**src/rtl/hazard_unit_pkg.sv**
```systemverilog
// Shared types for the hazard/forwarding unit.
// HAZARD_MUL_EN adds the is_mul slot field.
package definitions;

  typedef logic       Signal;
  typedef logic [4:0] RegAddr;

  typedef struct packed {
    Signal  valid;
    RegAddr rd;
    Signal  reg_write;
    Signal  is_load;
`ifdef HAZARD_MUL_EN
    Signal  is_mul;
`endif
  } HzSlot;

  typedef enum logic {
    HZ_IDLE,
    HZ_BUSY
  } HzState;

  localparam HzSlot HZ_BUBBLE = '0;

endpackage

```
**src/rtl/hazard_cmp.sv**
```systemverilog
// Per-source tag compare against the X and M
// shadow slots. Register zero never matches.
module hazard_cmp
  import definitions::*;
(
  input  HzSlot  x_i,
  input  HzSlot  m_i,
  input  Signal  dx_valid_i,
  input  RegAddr addr_i,
  input  Signal  use_i,
  output Signal  hit_x_o,
  output Signal  hit_m_o,
  output Signal  x_load_o
);

  Signal req;

  assign req = dx_valid_i && use_i &&
               (addr_i != '0);

  assign hit_x_o = req && x_i.valid &&
                   x_i.reg_write &&
                   (x_i.rd == addr_i);

  assign hit_m_o = req && m_i.valid &&
                   m_i.reg_write &&
                   (m_i.rd == addr_i);

  assign x_load_o = x_i.is_load;

  Signal unused_fields;
`ifdef HAZARD_MUL_EN
  assign unused_fields = ^{m_i.is_load,
                           m_i.is_mul,
                           x_i.is_mul};
`else
  assign unused_fields = m_i.is_load;
`endif

endmodule

```
**src/rtl/hazard_unit.sv**
```systemverilog
// Load-use / multiply-busy stall and forwarding
// select generation. HAZARD_MUL_EN enables the mul FSM.
module hazard_unit
  import definitions::*;
#(
  parameter int MUL_LAT = 4
) (
  input  Signal  clk,
  input  Signal  rst_n,
  input  Signal  dx_valid,
  input  RegAddr dx_rs_addr,
  input  RegAddr dx_rt_addr,
  input  Signal  dx_uses_rs,
  input  Signal  dx_uses_rt,
  input  RegAddr dx_rd_addr,
  input  Signal  dx_reg_write,
  input  Signal  dx_mem_read,
  input  Signal  dx_mul,
  output Signal  stall,
  output Signal  fwdX_rs,
  output Signal  fwdX_rt,
  output Signal  fwdM_rs,
  output Signal  fwdM_rt
);

  HzSlot x_q, x_d;
  HzSlot m_q, m_d;
  HzSlot dx_slot;

  Signal hx_rs, hm_rs, xl_rs;
  Signal hx_rt, hm_rt, xl_rt;
  Signal load_stall;
  Signal fx_rs, fx_rt;
  Signal fm_rs, fm_rt;

  always_comb begin
    dx_slot           = HZ_BUBBLE;
    dx_slot.valid     = dx_valid;
    dx_slot.rd        = dx_rd_addr;
    dx_slot.reg_write = dx_reg_write;
    dx_slot.is_load   = dx_mem_read;
`ifdef HAZARD_MUL_EN
    dx_slot.is_mul    = dx_mul;
`endif
  end

  hazard_cmp u_cmp_rs (
    .x_i        (x_q),
    .m_i        (m_q),
    .dx_valid_i (dx_valid),
    .addr_i     (dx_rs_addr),
    .use_i      (dx_uses_rs),
    .hit_x_o    (hx_rs),
    .hit_m_o    (hm_rs),
    .x_load_o   (xl_rs)
  );

  hazard_cmp u_cmp_rt (
    .x_i        (x_q),
    .m_i        (m_q),
    .dx_valid_i (dx_valid),
    .addr_i     (dx_rt_addr),
    .use_i      (dx_uses_rt),
    .hit_x_o    (hx_rt),
    .hit_m_o    (hm_rt),
    .x_load_o   (xl_rt)
  );

  assign load_stall = (hx_rs && xl_rs) ||
                      (hx_rt && xl_rt);

  assign fx_rs = hx_rs && !xl_rs;
  assign fx_rt = hx_rt && !xl_rt;
  assign fm_rs = hm_rs && !fx_rs;
  assign fm_rt = hm_rt && !fx_rt;

  assign fwdX_rs = fx_rs && !stall;
  assign fwdX_rt = fx_rt && !stall;
  assign fwdM_rs = fm_rs && !stall;
  assign fwdM_rt = fm_rt && !stall;

`ifdef HAZARD_MUL_EN
  localparam int CW = $clog2(MUL_LAT);
  typedef logic [CW-1:0] cnt_t;
  localparam cnt_t CNT_INIT = cnt_t'(MUL_LAT - 1);
  localparam cnt_t CNT_ONE  = cnt_t'(1);

  HzState state_q, state_d;
  cnt_t    cnt_q, cnt_d;

  always_ff @(posedge clk or negedge rst_n) begin
    if (!rst_n) begin
      state_q <= HZ_IDLE;
      cnt_q   <= '0;
      x_q     <= HZ_BUBBLE;
      m_q     <= HZ_BUBBLE;
    end else begin
      state_q <= state_d;
      cnt_q   <= cnt_d;
      x_q     <= x_d;
      m_q     <= m_d;
    end
  end

  always_comb begin
    state_d = state_q;
    cnt_d   = cnt_q;
    x_d     = x_q;
    m_d     = m_q;
    unique case (state_q)
      HZ_IDLE: begin
        m_d = x_q;
        x_d = load_stall ? HZ_BUBBLE : dx_slot;
        if (dx_valid && dx_mul && !load_stall) begin
          state_d = HZ_BUSY;
          cnt_d   = CNT_INIT;
        end
      end
      HZ_BUSY: begin
        cnt_d = cnt_q - CNT_ONE;
        m_d   = HZ_BUBBLE;
        // Successor is still held in DX, so X
        // takes a bubble as the mul drops to M.
        if (cnt_q == CNT_ONE) begin
          state_d = HZ_IDLE;
          m_d     = x_q;
          x_d     = HZ_BUBBLE;
        end
      end
      default: begin
        state_d = HZ_IDLE;
      end
    endcase
  end

  always_comb begin
    stall = load_stall;
    if (state_q == HZ_BUSY) stall = 1'b1;
  end
`else
  always_ff @(posedge clk or negedge rst_n) begin
    if (!rst_n) begin
      x_q <= HZ_BUBBLE;
      m_q <= HZ_BUBBLE;
    end else begin
      x_q <= x_d;
      m_q <= m_d;
    end
  end

  always_comb begin
    m_d = x_q;
    x_d = load_stall ? HZ_BUBBLE : dx_slot;
  end

  assign stall = load_stall;

  Signal unused_cfg;
  assign unused_cfg = dx_mul ^ (MUL_LAT > 0);
`endif

endmodule

```
**config.mk**
```make
export PLATFORM = sky130hd
export DESIGN_NAME = hazard_unit
export DESIGN_NICKNAME = d
export VERILOG_FILES = /design/src/rtl/hazard_unit_pkg.sv /design/src/rtl/hazard_cmp.sv /design/src/rtl/hazard_unit.sv
export SDC_FILE = /design/constraint.sdc
export NUM_CORES = 1
export LEC_CHECK = 0
export ABC_AREA = 0
export CORE_MARGIN = 2
export CORE_UTILIZATION = 46
export DETAILED_ROUTE_END_ITERATION = 10
export GPL_ROUTABILITY_DRIVEN = 0
export HOLD_SLACK_MARGIN = 0.03
export PLACE_DENSITY = 0.82
export SYNTH_ARGS = -nofsm -noshare
export SYNTH_HDL_FRONTEND = slang
export SYNTH_SLANG_ARGS = --single-unit
```
**constraint.sdc**
```tcl
create_clock -name clk -period 4.31 [get_ports clk]
set_input_delay 0.862 -clock clk [delete_from_list [all_inputs] [get_ports clk]]
set_output_delay 0.862 -clock clk [all_outputs]
set_load 0.1 [all_outputs]
```
==> impl_metrics.json <==
{
  "io_pins": 28,
  "cp.required_ns": 3.45,
  "clk_pin_slew_worst_paths_ns": 0.07,
  "ys.flop_type": "dfrtp_1",
  "clockBufferDepth": 2,
  "grt_pass1_vias": 541,
  "syn-num-nets": 85,
  "rsz0062_at_grt": "no",
  "synth.distinct_cells": 14,
  "p_seq_share_pct": 55.9,
  "grt_max_degree": 16,
  "h-tree-depth": 1,
  "clockRootBuffer": "clkbuf_4",
  "start_util_pct": 49.9,
  "fmax_mhz": 261,
  "drt_wl_total_um": 1400,
  "ir_drop_mv": 0.193,
  "cts_tree": "built",
  "endpoint_kind": "output pin",
  "ant_nets": 0,
  "num_antenna_cells": 0,
  "yosys.area.top_type": "dfrtp_1",
  "dpl_cell_area_mm2": 0.00110,
  "drive_gt1_share_pct": 16.3,
  "startpoint_type": "input port",
  "slew_violations": 0,
  "overflow": 0,
  "worst_pin_slew_ns": 0.617,
  "seq_area_frac_synth_pct": 48.8,
  "cts_resized": 0,
  "clock-sinks": 15,
  "synth.area.top_cells": "dfrtp_1 49%, xnor2_1 11%, xor2_1 11%, and2_1 6.5%, a2111oi_2 3.9%",
  "synth-async-reset-ratio_pct": 100,
  "dp_hpwl_um": 1190,
  "p_comb_share_pct": 18.1,
  "synth_cells": 62,
  "dr.pass1.iters": 3,
  "antenna_found_initial": 0,
  "leakagePower_nw": 0.427,
  "coreArea_mm2": 0.00154,
  "ys_ff_latch": 15,
  "ys_warn_count": 0,
  "synth_edf_count": 0,
  "portBuffers": 26,
  "power_density_mw_per_mm2": 247,
  "area_delta_synth_final_pct": 46.3,
  "final_cell_area_mm2": 0.00113,
  "post-route-min-period_ns": 3.83,
  "worstSkewPairLatency_ns": 0.27,
  "cp_max_fo": 4,
  "min_path_type": "reg -> reg",
  "avgSynthCellArea_um2": 12.4,
  "grt_first_pass_wirelength_um": 2330,
  "layout.cells.non_filler": 108,
  "die_h_um": 44.9,
  "p_sw_w": 0.0000635,
  "yosys.area.top_type_share_pct": 48.8,
  "power.share.clock_pct": 26.1,
  "post_drt_wl_per_cell_um": 12.9,
  "period_share_pct": 88.8,
  "crit_type": "in -> out",
  "finalHoldViolCount": 0,
  "nNetsFinal": 116,
  "drtIter0Drc": 4,
  "postCtsSetupBuffers": 0,
  "globalRouteTotalUtil_pct": 16.4,
  "die_w_um": 44.9,
  "placed_cells": 104,
  "max_cap_viol_count": 0,
  "power_w": 0.000278,
  "finalSetupViolations": 0,
  "drc": 0,
  "cp.arrival_ns": 2.97,
  "status": "complete, no violations",
  "sw_frac_of_total_pct": 22.8,
  "relSlewSlack_pct": 58.7,
  "cts_made_buffers": 3,
  "power.internal_w": 0.000215,
  "viasPerCell": 5.27,
  "vias": 569,
  "synth_area_um2": 769,
  "num_rows": 14,
  "cts_hold_buf": 0,
  "dieArea_mm2": 0.00202,
  "clock_skew_ns": 0.00147
}
-- per-layer routing --
metal	GRT usage, %	part of all wire, %
met3	1.60	5.7
met1	22.2	43
met5	0	0
met2	26.1	50
met4	8.82	0.93
-- cell type report --
class | instances | area [um^2]
clock buffers | 4 | 26.3
fillers | 107 | 415
inverters | 1 | 3.75
multi-input cells | 46 | 390
flip-flops and latches | 15 | 375
well taps | 16 | 20.0
repair buffers | 26 | 310
-- cell usage after synthesis, types with 2 or more instances --
master / instances
a2111oi_2: 2
and2_1: 8
dfrtp_1: 15
nand4_1: 4
nor2b_1: 2
nor4_1: 2
nor4_2: 2
o211ai_2: 2
or4_1: 2
xnor2_1: 10
xor2_1: 10
-- cell families after synthesis --
kind of cell / after synthesis / share of synthesized area [%]
AND/OR/NAND/NOR: 21 / 18.7
XOR/XNOR: 20 / 22.8
flip-flops: 15 / 48.8
AO/OA/AOI/OAI: 5 / 9.27
buffers and inverters: 1 / 0.487
-- path summary, 6_finish.rpt --
kind	startpoint	endpoint	slack, ns	cells past startpoint
max	dx_rs_addr[2]	fwdM_rt	0.48	6
min	m_d[7]	m_q[7]	0.38	0
max reg2reg	m_d[3]	m_d[2]	2.59	5
min reg2reg	m_d[7]	m_q[7]	0.38	0
max in group asynchronous	rst_n	m_q[5]	2.94	1
min in group asynchronous	rst_n	m_d[0]	0.98	1
-- cells in the final DEF (no fill, tap or decap) --
master           synthesis  final
clkdlybuf4s50_1          0     21
dfrtp_1                 15     15
xnor2_1                 10     10
xor2_1                  10     10
and2_1                   8      8
buf_12                   0      5
nand4_1                  4      4
clkbuf_4                 0      3
or4_1                    2      2
o211ai_2                 2      2
nor4_2                   2      2
nor2b_1                  2      2
nor4_1                   2      2
a2111oi_2                2      2
nand2_1                  1      1
o21ai_4                  1      1
inv_1                    1      1
clkbuf_1                 0      1
-- worst max-delay path, stage by stage --
cell and delay (ns):
clkdlybuf4s50_1 0.46, or4_1 0.58, o211ai_2 0.22, nor4_2 0.12, a2111oi_2 0.48, buf_12 0.23
-- state kept, by name, summed over array words and instances (netlist names) --
signal	cells
m_d	8
m_q	7
-- through the flow --
step / TNS [ns] / hold WS (ns) / utilization (%) / setup WS [ns]
3_3_place_gp: 0 / 0.357 / 71.3 / 0.491
3_5_place_dp: 0 / 0.360 / 71.3 / 0.473
6_report: 0 / 0.376 / 73.1 / 0.483
4_1_cts: 0 / 0.378 / 73.1 / 0.473
5_1_grt: 0 / 0.385 / 73.1 / 0.399
2_1_floorplan: -0.484 / 0.354 / - / -0.245
-- power by group through the flow --
stage / logic [W] / clock network (W) / registers [W]
2_1_floorplan: 0.0000218 / 0 / 0.000156
4_1_cts: 0.0000508 / 0.0000758 / 0.000155
6_report: 0.0000502 / 0.0000725 / 0.000155
5_1_grt: 0.0000551 / 0.0000859 / 0.000156
3_3_place_gp: 0.0000495 / 0 / 0.000158
3_5_place_dp: 0.0000505 / 0 / 0.000158
Power figures use the tool's default switching activity.
